### config.mk
export PLATFORM = sky130hd
export DESIGN_NAME = rsa_modexp_engine
export DESIGN_NICKNAME = d
export VERILOG_FILES = /design/src/rtl/rsa_modexp_engine.sv
export SDC_FILE = /design/constraint.sdc
export NUM_CORES = 1
export LEC_CHECK = 0
export BUFFER_PORTS_ARGS = -buffer_cell sky130_fd_sc_hd__buf_2
export CAP_MARGIN = 20
export CORE_ASPECT_RATIO = 0.7
export CORE_MARGIN = 10
export CORE_UTILIZATION = 42
export CTS_CLUSTER_DIAMETER = 120
export CTS_CLUSTER_SIZE = 12
export DETAILED_ROUTE_END_ITERATION = 7
export PLACE_DENSITY = 0.66
export SLEW_MARGIN = 10
export SYNTH_ARGS = -nofsm -noshare
export SYNTH_HDL_FRONTEND = slang
export SYNTH_SLANG_ARGS = --single-unit
### constraint.sdc
create_clock -name clk -period 10.15 [get_ports clk]
set_input_delay 0.5075 -clock clk [delete_from_list [all_inputs] [get_ports clk]]
set_output_delay 0.5075 -clock clk [all_outputs]
set_load 0.02 [all_outputs]
### src/rtl/rsa_modexp_engine.sv
// rtl/rsa_modexp_engine.sv - RSA modular exponentiation engine (out = in^k mod n)
// Left-to-right square-and-multiply over a bit-serial interleaved modular multiplier.
module rsa_modexp_engine #(
  parameter int WIDTH     = 32,
  parameter int EXP_WIDTH = 32
) (
  input  logic                 clk,
  input  logic                 reset,
  input  logic                 in_valid,
  output logic                 in_ready,
  input  logic [WIDTH-1:0]     in_data,
  input  logic                 in_mode,
  input  logic [EXP_WIDTH-1:0] key_e,
  input  logic [EXP_WIDTH-1:0] key_d,
  input  logic [WIDTH-1:0]     key_n,
  output logic                 out_valid,
  input  logic                 out_ready,
  output logic [WIDTH-1:0]     out_data,
  output logic                 out_err,
  output logic                 busy
);

  localparam int CW = $clog2(WIDTH);
  localparam int IW = (EXP_WIDTH > 1) ? $clog2(EXP_WIDTH) : 1;

  typedef enum logic [2:0] {
    S_IDLE,
    S_REDUCE,
    S_SQR,
    S_MUL,
    S_DONE
  } state_t;

  state_t               state_q;
  logic [WIDTH-1:0]     n_q;
  logic [EXP_WIDTH-1:0] k_q;
  logic [IW-1:0]        idx_q;
  logic [WIDTH-1:0]     a_q;
  logic [WIDTH-1:0]     b_q;
  logic [WIDTH-1:0]     r_q;
  logic [CW-1:0]        cnt_q;
  logic [WIDTH-1:0]     base_q;
  logic [WIDTH-1:0]     out_data_q;
  logic                 out_err_q;

  logic [WIDTH:0]       dbl;
  logic [WIDTH:0]       sum;
  logic [WIDTH-1:0]     r_half;
  logic [WIDTH-1:0]     r_d;
  logic                 mm_last;

  // One multiplier step. R and b stay below n, so each reduced value fits in
  // WIDTH bits and the WIDTH-bit wrap-around subtraction yields the exact result.
  always_comb begin
    dbl     = {r_q, 1'b0};
    r_half  = dbl[WIDTH-1:0];
    r_d     = '0;
    if (dbl >= {1'b0, n_q}) begin
      r_half = dbl[WIDTH-1:0] - n_q;
    end
    sum = {1'b0, r_half} + {1'b0, b_q};
    if (!a_q[WIDTH-1]) begin
      r_d = r_half;
    end else if (sum >= {1'b0, n_q}) begin
      r_d = sum[WIDTH-1:0] - n_q;
    end else begin
      r_d = sum[WIDTH-1:0];
    end
    mm_last = (cnt_q == CW'(WIDTH - 1));
  end

  always_ff @(posedge clk) begin
    if (reset) begin
      state_q    <= S_IDLE;
      n_q        <= '0;
      k_q        <= '0;
      idx_q      <= '0;
      a_q        <= '0;
      b_q        <= '0;
      r_q        <= '0;
      cnt_q      <= '0;
      base_q     <= '0;
      out_data_q <= '0;
      out_err_q  <= 1'b0;
    end else begin
      case (state_q)
        S_IDLE: begin
          if (in_valid) begin
            n_q <= key_n;
            k_q <= in_mode ? key_d : key_e;
            if (key_n < WIDTH'(2)) begin
              out_data_q <= '0;
              out_err_q  <= 1'b1;
              state_q    <= S_DONE;
            end else begin
              a_q     <= in_data;
              b_q     <= WIDTH'(1);
              r_q     <= '0;
              cnt_q   <= '0;
              idx_q   <= IW'(EXP_WIDTH - 1);
              state_q <= S_REDUCE;
            end
          end
        end

        S_REDUCE, S_SQR, S_MUL: begin
          if (!mm_last) begin
            r_q   <= r_d;
            a_q   <= {a_q[WIDTH-2:0], 1'b0};
            cnt_q <= cnt_q + CW'(1);
          end else begin
            r_q   <= '0;
            cnt_q <= '0;
            case (state_q)
              S_REDUCE: begin
                // The accumulator starts at 1, so the first square is 1*1.
                base_q  <= r_d;
                a_q     <= WIDTH'(1);
                b_q     <= WIDTH'(1);
                state_q <= S_SQR;
              end
              S_SQR: begin
                if (k_q[idx_q]) begin
                  a_q     <= r_d;
                  b_q     <= base_q;
                  state_q <= S_MUL;
                end else if (idx_q == '0) begin
                  out_data_q <= r_d;
                  out_err_q  <= 1'b0;
                  state_q    <= S_DONE;
                end else begin
                  idx_q <= idx_q - IW'(1);
                  a_q   <= r_d;
                  b_q   <= r_d;
                end
              end
              default: begin
                if (idx_q == '0) begin
                  out_data_q <= r_d;
                  out_err_q  <= 1'b0;
                  state_q    <= S_DONE;
                end else begin
                  idx_q   <= idx_q - IW'(1);
                  a_q     <= r_d;
                  b_q     <= r_d;
                  state_q <= S_SQR;
                end
              end
            endcase
          end
        end

        S_DONE: begin
          if (out_ready) begin
            state_q <= S_IDLE;
          end
        end

        default: state_q <= S_IDLE;
      endcase
    end
  end

  assign in_ready  = (state_q == S_IDLE);
  assign busy      = (state_q != S_IDLE);
  assign out_valid = (state_q == S_DONE);
  assign out_data  = out_data_q;
  assign out_err   = out_err_q;

endmodule

==> summary.md, run 1 <==
| Metric | Value |
|---|---|
| Status | finished with violations |
| Failing checks | design-rule violations |
| FILL cells | 3980 |
| Vias in the first global route | 16874 |
| Post-synthesis cell type count | 89 |
| RSZ-0062 raised after global routing | no |
| CTS tree | built |
| Share of cells above drive strength 1 | 0.136 |
| Clk root buf | clkbuf_16 |
| Main synth FF type | dfxtp_1 |
| Worst Hold Class | primary input to flop |
| Post-Place Cells | around 2800 |
| GRT Util Overall | 0.300 |
| Initial DRC Count | ~2700 |
| Die H | 189 um |
| # rows | a little over 60 |
| Seq/Total Area, Yosys | 0.279 |
| Cell Count, Final, Fillers Out | between 2000 and 3000 |
| Final Hold Fails | 0 |
| Critical path peak fanout | 15 |
| Critical Path AT | ~10 ns |
| Clock sinks | approximately 240 |
| CTS Hold Buffers Added | 0 |
| Final Max Slew Viols | 0 |
| Hpwl dp | 60400 um |
| Setup_tns | 0 ns |
| WL final | 77300 um |
| Syn Nets | between 2000 and 2500 |
| Area after DPL | between 15000 and 20000 um^2 |
| Initial core utilization | 0.428 |
| GPL Wtd Cong | roughly 1.1 |
| Ys Warns | 0 |
| Register Area | around 4800 um^2 |
| Crit. End Element | flop |
| Mean area per synthesized cell | about 7.6 um^2 |
| Wirelength per Cell | about 27 um |
| Multi-input logic area | roughly 11000 um^2 |
| Worst Clk Skew | around 0.035 ns |
| Clk buf depth | 3 |
| Final core utilization | 0.476 |
| Post-CTS Setup Repair Bufs | 0 |
| Slowest stage cell, crit path | or4_1 |
| Slew of the pin with the lowest slew margin | roughly 1.2 ns |
| Die ar. | 49300 um^2 |
| Initial antenna violation count | 1 |
| Vias | between 15000 and 20000 |
| Final setup fails | 0 |
| Vias per cell | roughly 6.5 |
| Final period utilization | 0.970 |
| Layout area overhead | 11.2% |
| Buf+Inv Stages, Crit Path | 3 |
| First-pass GRT wire length | 113000 um |
| Mapped Area | around 17000 um^2 |
| I/O pin count | 169 |
| Max Clock Freq | between 100 and 150 MHz |
| Cells after Synth | roughly 2200 |
| Tmin final | approximately 9.8 ns |
| Maxcap violations | 0 |
| Largest net degree at the start of global routing | 98 |
| Critical path class | flop to flop |
| Design Area, Final | roughly 19000 um^2 |
| CP max stage delay | between 0.6 and 0.7 ns |
| Pre-antenna DRT Iters | 8 |
| Crit start category | flop |
| Ys async rst share | 0 |
| # port buffers | 168 |
| Drt drc | 41 |
| CP required | 10.55 ns |
| Synth Register Bits | 238 |
| H-Tree Depth | 1 |
| Die Span X | roughly 260 um |
| Num CTS Buffers | 23 |
| Insertion delay to the later sink of the worst-skew pair | 0.58 ns |
| EDFF count, synth | 0 |
| Fin nets | 2575 |
| ANT nets after route | 0 |
| CP top delay family | compound AO/OA/AOI/OAI gates |
| GRT overflow | 0 |
| Worst-path clk slew | approximately 0.07 ns |
| Core Box Area | between 30000 and 40000 um^2 |
| Max-slew headroom | 0.197 |
## path summary, 6_finish.rpt
kind / from / cells after the start / endpoint / slack, ns
setup / recovery: r_q[11] / 29 / base_q[5] / 0.30
hold / removal: key_n[27] / 3 / n_q[27] / 0.20
setup reg to reg: r_q[11] / 29 / base_q[5] / 0.30
hold reg to reg: out_data[26] / 2 / out_data[26] / 0.45
## synth_stat cells, types with 48 or more instances
cell	count	area, um^2
nand2_1	271	1020
dfxtp_1	238	4760
a21oi_1	203	1020
o21ai_0	185	926
nor2_1	158	593
ha_1	99	1240
clkbuf_1	94	353
nand3_1	85	425
inv_1	81	304
mux2i_1	57	571
a211oi_1	54	405
a22oi_1	48	360
nor3_1	48	240
## per-layer routing
layer  part of all wire  global-route usage
met2               0.40               0.422
met5                  0                   0
met4              0.027              0.0723
met1               0.45               0.444
met3               0.12              0.0713
## kinds of logic after synthesis
family | count (synthesis) | synth area share
xor gates and xnor gates | 60 | 0.0307
and+or+nand+nor | 721 | 0.196
DFF | 238 | 0.279
buffers and inverters | 216 | 0.0513
AOI/OAI and AO/OA | 810 | 0.306
muxes | 91 | 0.0616
adders and majority gates | 102 | 0.0760
## worst register-to-register path: cells and delay by family (launching register included)
kind,cells,cell delay [ns]
simple gates,8,2.17
fa+ha+maj,3,1.38
mux,2,0.82
buf+inv,3,0.80
flops,1,0.40
compound gates,12,4.00
xor+xnor,1,0.15
## cell usage in the layout, fill, tap and decap left out, drive strengths merged, types with 14 or more instances in the layout
cell,count
a211oi,55
a21o,43
a21oi,205
a22oi,48
a311oi,15
a31oi,27
and2,16
and3,23
buf,210
clkbuf,24
dfxtp,238
ha,99
inv,83
mux2,22
mux2i,61
nand2,272
nand2b,17
nand3,86
nand4,23
nor2,159
nor2b,14
nor3,51
nor4,14
o211ai,41
o21a,19
o21ai,205
o22ai,20
o31ai,25
xnor2,42
xor2,18
## layout make-up
type | instances | share of cell area
inverter | 82 | 0.0162
clock buffer | 24 | 0.0310
timing repair buffer | 210 | 0.0608
antenna | 3 | 0.000395
sequential | 238 | 0.251
tap | 535 | 0.0352
multi-input combinational | 1785 | 0.605
clock inverter | 1 | 0.00105
## registers in the layout, summed over array words and instances (netlist names), 5 cells and up
register	flops
a_q	32
idx_q	5
base_q	32
cnt_q	5
k_q	32
b_q	32
out_data	32
r_q	32
n_q	32
## per-stage QoR
stage	hold WS (ns)	setup WS, ns
6_report	0.204	0.300
5_1_grt	0.207	0.0553
4_1_cts	0.193	0.434
3_5_place_dp	0.444	0.509
3_3_place_gp	0.436	0.640
2_1_floorplan	0.436	3.35
## what timing repair did
item	CTS	global route
setup endpoints to repair	0	14
hold endpoints to repair	0	0
resized for setup	0	3
Power of run 1 is not shown: default switching activity piles up to over one toggle a cycle in this logic, so the estimate is an artifact.
==> inputs of run 2 (changes only) <==
--- a/config.mk
+++ b/config.mk
@@ -5,6 +5,7 @@
 export SDC_FILE = /design/constraint.sdc
 export NUM_CORES = 1
 export LEC_CHECK = 0
+export ABC_AREA = 1
 export BUFFER_PORTS_ARGS = -buffer_cell sky130_fd_sc_hd__buf_2
 export CAP_MARGIN = 20
 export CORE_ASPECT_RATIO = 0.7
@@ -13,7 +14,7 @@
 export CTS_CLUSTER_DIAMETER = 120
 export CTS_CLUSTER_SIZE = 12
 export DETAILED_ROUTE_END_ITERATION = 7
-export PLACE_DENSITY = 0.66
+export PLACE_DENSITY = 0.65
 export SLEW_MARGIN = 10
 export SYNTH_ARGS = -nofsm -noshare
 export SYNTH_HDL_FRONTEND = slang
==> summary.md, run 2 <==
| Metric | Value |
|---|---|
| R2r setup slk | approximately 1.6 ns |
| Drt drc | 0 |
| Vias | approximately 23000 |
| Seq/Total Area, Yosys | 0.233 |
| Final period utilization | 0.845 |
| Status | complete, no violations |
| Final Hold Fails | 0 |
| Worst-path clk slew | 0.08 ns |
| Synth Register Bits | around 240 |
| Synth top area share | 0.233 |
| Final Max Slew Viols | 0 |
| Die ar. | ~58000 um^2 |
| Crit start category | flop |
| Core Box Area | between 40000 and 50000 um^2 |
| GRT Util Overall | 0.293 |
| Most frequent cells in the layout | nand2_1 (1206), inv_1 (444), a21oi_1 (369), nand3_1 (278), nor2_1 (245) |
| Fin nets | approximately 3800 |
| Area leader, netlist | dfxtp_1 |
| Tmin final | ~8.6 ns |
| CTS Hold Buffers Added | 0 |
| RSZ-0062 raised after global routing | no |
| Largest net degree at the start of global routing | 98 |
| Max Clock Freq | 117 MHz |
| GPL Wtd Cong | just over 1 |
| Worst Clk Skew | roughly 0.034 ns |
| Insertion delay to the later sink of the worst-skew pair | 0.59 ns |
| Layout area overhead | 8.41% |
| Top-count cell post-synth | nand2_1 |
| Syn Nets | between 3000 and 4000 |
| EDFF count, synth | 0 |
| Ys Warns | 0 |
| Main synth FF type | dfxtp_1 |
| Die H | 205 um |
| CTS tree | built |
| List of most frequent post-synthesis cells | nand2_1 (1207), inv_1 (446), a21oi_1 (369) |
| Slowest stage cell, crit path | inv_2 |
| Hpwl dp | around 70000 um |
| Vias in the first global route | ~21000 |
| Critical path class | flop to flop |
| Post-Place Cells | about 4200 |
| Mapped Area | 20500 um^2 |
| First-pass GRT wire length | 132000 um |
| Initial core utilization | 0.426 |
| Clk buf depth | 3 |
| Num CTS Buffers | 23 |
| Clk root buf | clkbuf_16 |
| Initial antenna violation count | 1 |
| CP required | between 10 and 15 ns |
| I/O pin count | 169 |
| CP max stage delay | roughly 0.55 ns |
| Post-synthesis cell type count | 49 |
| Share of cells above drive strength 1 | 0.0946 |
| # rows | 67 |
| Maxcap violations | 0 |
| Critical Path AT | 8.99 ns |
| Vias per cell | between 5 and 6 |
| Critical path peak fanout | 43 |
| WL final | 89100 um |
| Ys async rst share | 0 |
| Pre-antenna DRT Iters | 5 |
| Setup_tns | 0 ns |
| # port buffers | roughly 170 |
| Final setup fails | 0 |
| Cell Count, Final, Fillers Out | about 4200 |
| GRT overflow | 0 |
| Wirelength per Cell | approximately 21 um |
| Crit path top cell by count | nand2_1 |
| Post-CTS Setup Repair Bufs | 0 |
| Worst Hold Class | primary input to flop |
| Die Span X | around 280 um |
| Cells after Synth | ~3500 |
| Crit. End Element | flop |
| Initial DRC Count | approximately 2700 |
| FILL cells | 5384 |
| ANT nets after route | 0 |
| Most common cell after layout, fill and taps aside | nand2_1 |
| Mean area per synthesized cell | 5.82 um^2 |
| Clock sinks | roughly 240 |
| Post-CTS sizing | 0 |
| Synth area leaders | dfxtp_1 (23%), nand2_1 (22%), a21oi_1 (9.0%) |
| H-Tree Depth | 1 |
| Max-slew headroom | 0.302 |
| Slew of the pin with the lowest slew margin | about 1.0 ns |
| Number of diodes | 0 |
-- run 2: changes by cell type in the layout (fill, tap and decap cells not counted), moves of 56 or more --
cell / before / now
nor2_1: 154 / 245
nand3_1: 85 / 278
mux2i_1: 56 / 0
a21oi_1: 202 / 369
inv_1: 81 / 444
nand2_1: 271 / 1206
-- run 2: layer usage --
layer	global-route usage	up-vias	wire length [um]
met3	0.0723	118	9330
met5	0	-	10
met4	0.0701	2	2280
met2	0.418	1071	35200
li1	-	11350	-
met1	0.430	10447	42300
-- run 2: through the flow --
stage	hold slack, ns	utilization	instance area [um^2]	setup slack, ns
CTS	0.203	0.462	22200	1.80
floorplan	0.439	-	20500	5.02
global placement	0.453	0.448	21500	1.87
finish	0.208	0.462	22200	1.57
detailed placement	0.455	0.449	21600	1.86
global route	0.223	0.462	22200	1.10
-- run 2: worst paths after layout --
check,startpoint,endpoint,cells past startpoint
max,n_q[1],b_q[18],37
min,key_n[19],n_q[19],3
max reg2reg,n_q[1],b_q[18],37
min reg2reg,out_data[30],out_data[30],2
-- run 2: area by class of cell --
type / count / area [um^2] / share of cell area
Multi-Input combinational cell: 2668 / 13200 / 0.596
Sequential cell: 238 / 4770 / 0.215
Inverter: 460 / 1730 / 0.0781
Timing Repair Buffer: 192 / 1040 / 0.0470
Tap cell: 655 / 820 / 0.0370
Clock buffer: 24 / 589 / 0.0266
Clock inverter: 1 / 20.0 / 0.000903
-- run 2: cells by family (layout without fill, tap and decap cells) --
kind of cell | count (synthesis) | in the layout | share of synthesized area
AOI/OAI and AO/OA | 605 | 605 | 0.160
xor gates and xnor gates | 50 | 50 | 0.0214
adders and majority gates | 102 | 102 | 0.0635
buffers and inverters | 610 | 677 | 0.122
DFF | 238 | 238 | 0.233
muxes | 26 | 26 | 0.0143
and+or+nand+nor | 1885 | 1885 | 0.385
-- run 2: worst max-delay path: cells and delay by family, from the launching register on --
| family | cells | cell delay, ns |
|---|---|---|
| AND/OR/NAND/NOR | 23 | 4.35 |
| adder cells (fa/ha/maj) | 5 | 1.71 |
| flip-flops | 1 | 0.36 |
| buffers and inverters | 5 | 1.15 |
| AO/OA/AOI/OAI | 4 | 0.72 |
Power of run 2 is left out for the same reason.
==> inputs of run 3 (changes only) <==
--- a/config.mk
+++ b/config.mk
@@ -5,7 +5,7 @@
 export SDC_FILE = /design/constraint.sdc
 export NUM_CORES = 1
 export LEC_CHECK = 0
-export ABC_AREA = 1
+export ABC_AREA = 0
 export BUFFER_PORTS_ARGS = -buffer_cell sky130_fd_sc_hd__buf_2
 export CAP_MARGIN = 20
 export CORE_ASPECT_RATIO = 0.7
@@ -14,7 +14,7 @@
 export CTS_CLUSTER_DIAMETER = 120
 export CTS_CLUSTER_SIZE = 12
 export DETAILED_ROUTE_END_ITERATION = 7
-export PLACE_DENSITY = 0.65
+export PLACE_DENSITY = 0.66
 export SLEW_MARGIN = 10
 export SYNTH_ARGS = -nofsm -noshare
 export SYNTH_HDL_FRONTEND = slang
==> constraint.sdc (replaced) <==
create_clock -name clk -period 8.6 [get_ports clk]
set_input_delay 0.43 -clock clk [delete_from_list [all_inputs] [get_ports clk]]
set_output_delay 0.43 -clock clk [all_outputs]
set_load 0.02 [all_outputs]
==> summary.md, run 3 (synthesized netlist as in run 1, its figures left out) <==
| Metric | Value |
|---|---|
| Status | complete, no violations |
| Most frequent cells in the layout | nand2_1 (271), dfxtp_1 (237), a21oi_1 (202), o21ai_0 (185), buf_2 (168) |
| FILL cells | 4020 |
| Fin nets | approximately 2700 |
| Most common cell after layout, fill and taps aside | nand2_1 |
| Vias in the first global route | roughly 17000 |
| Final period utilization | 0.970 |
| Worst Clk Skew | between 0.03 and 0.04 ns |
| CTS Hold Buffers Added | 0 |
| Critical Path AT | about 8.7 ns |
| CP required | around 9 ns |
| Max-slew headroom | 0.186 |
| First-pass GRT wire length | about 110000 um |
| Initial antenna violation count | 0 |
| Final Max Slew Viols | 0 |
| CP max stage delay | 0.57 ns |
| Setup_tns | 0 ns |
| Initial DRC Count | about 2200 |
| CTS tree | built |
| Final setup fails | 0 |
| Clock sinks | 238 |
| WL final | approximately 76000 um |
| Vias | around 19000 |
| GRT overflow | 0 |
| Slew of the pin with the lowest slew margin | 1.21 ns |
| Vias per cell | 6.36 |
| Final Hold Fails | 0 |
| # port buffers | approximately 170 |
| Slowest stage cell, crit path | a21oi_1 |
| Die ar. | 49300 um^2 |
| Post-Place Cells | about 3000 |
| Crit. End Element | flop |
| H-Tree Depth | 1 |
| Post-CTS Setup Repair Bufs | 0 |
| Pre-antenna DRT Iters | 6 |
| Critical path class | flop to flop |
| Maxcap violations | 0 |
| Initial core utilization | 0.428 |
| GPL Wtd Cong | 1.04 |
| ANT nets after route | 0 |
| Worst Setup SP | n_q[28] |
| Hold path start | key_n[21] |
| Worst-path clk slew | around 0.06 ns |
| Reg-to-reg critical path startpoint | n_q[28] |
| Layout area overhead | 15.4% |
| Critical path peak fanout | 24 |
| Num CTS Buffers | 23 |
| Insertion delay to the later sink of the worst-skew pair | ~0.58 ns |
| Die H | between 150 and 200 um |
| I/O pin count | roughly 170 |
| Clk buf depth | 3 |
| Number of diodes | 0 |
| Largest net degree at the start of global routing | between 90 and 100 |
| Hpwl dp | about 59000 um |
| Area after DPL | 19100 um^2 |
| Die Span X | between 200 and 300 um |
| Core Box Area | approximately 40000 um^2 |
| GRT Util Overall | 0.295 |
| Cell Count, Final, Fillers Out | between 2000 and 3000 |
| Clk root buf | clkbuf_16 |
| Worst Hold Class | primary input to flop |
| Drt drc | 0 |
| # rows | around 60 |
| Wirelength per Cell | about 26 um |
| Share of cells above drive strength 1 | 0.168 |
| RSZ-0062 raised after global routing | no |
| Crit start category | flop |
| Max Clock Freq | around 120 MHz |
| Design Area, Final | just under 20000 um^2 |
| Tmin final | between 8 and 9 ns |
| Crit path top cell by count | buf_4 |
## run 3: cell count changes in the layout (fill, tap and decap cells not counted), sizes merged, moves of 31 or more
cell / delta
nand2: -963
inv: -377
nand3: -206
a21oi: -176
buf: +105
nor2: -102
mux2i: +61
o21ai: +55
a22oi: +48
a211oi: +46
a21o: +41
o211ai: +34
o21bai: -31
## run 3: stage by stage
step | utilization | hold WS, ns | setup WS [ns]
2_1_floorplan | - | 0.436 | 1.80
3_3_place_gp | 0.477 | 0.434 | 0.0442
3_5_place_dp | 0.477 | 0.438 | 0.0939
4_1_cts | 0.492 | 0.0962 | 0.0167
5_1_grt | 0.494 | 0.112 | 0.0394
6_report | 0.494 | 0.109 | 0.261
## run 3: path summary, 6_finish.rpt
| check | endpoint | slack [ns] | depth (start not counted) |
|---|---|---|---|
| max | out_data[27] | 0.26 | 32 |
| min | n_q[21] | 0.11 | 3 |
| min reg2reg | out_data[6] | 0.44 | 2 |
| max reg2reg | out_data[27] | 0.26 | 32 |
## run 3: area by class of cell
type / instances / area (um^2) / share of cell area
flip-flops and latches: 238 / 4770 / 0.242
clock buffers: 25 / 583 / 0.0296
well taps: 535 / 669 / 0.0339
multi-input cells: 1784 / 11500 / 0.583
clock inverters: 1 / 20.0 / 0.00102
inverters: 82 / 308 / 0.0156
repair buffers: 297 / 1870 / 0.0947
## run 3: metal layers
layer	track usage	part of all wire	vias to the layer above
met5	0	0	-
li1	-	-	8679
met1	0.443	0.46	9072
met3	0.0637	0.11	71
met4	0.0681	0.024	0
met2	0.416	0.40	1023
## run 3: critical path, delay by kind of cell, from the launching register on
kind / cells / cell delay [ns]
buffers and inverters: 6 / 1.05
adder cells (fa/ha/maj): 3 / 1.19
AND/OR/NAND/NOR: 9 / 2.07
flip-flops: 1 / 0.33
multiplexers: 1 / 0.23
AO/OA/AOI/OAI: 13 / 3.29
## run 3: repair_timing
| action | CTS | global route |
|---|---|---|
| endpoints found under the setup margin | 0 | 160 |
| resized for setup | 0 | 7 |
| hold endpoints to repair | 0 | 0 |
Power of run 3 is left out for the same reason.
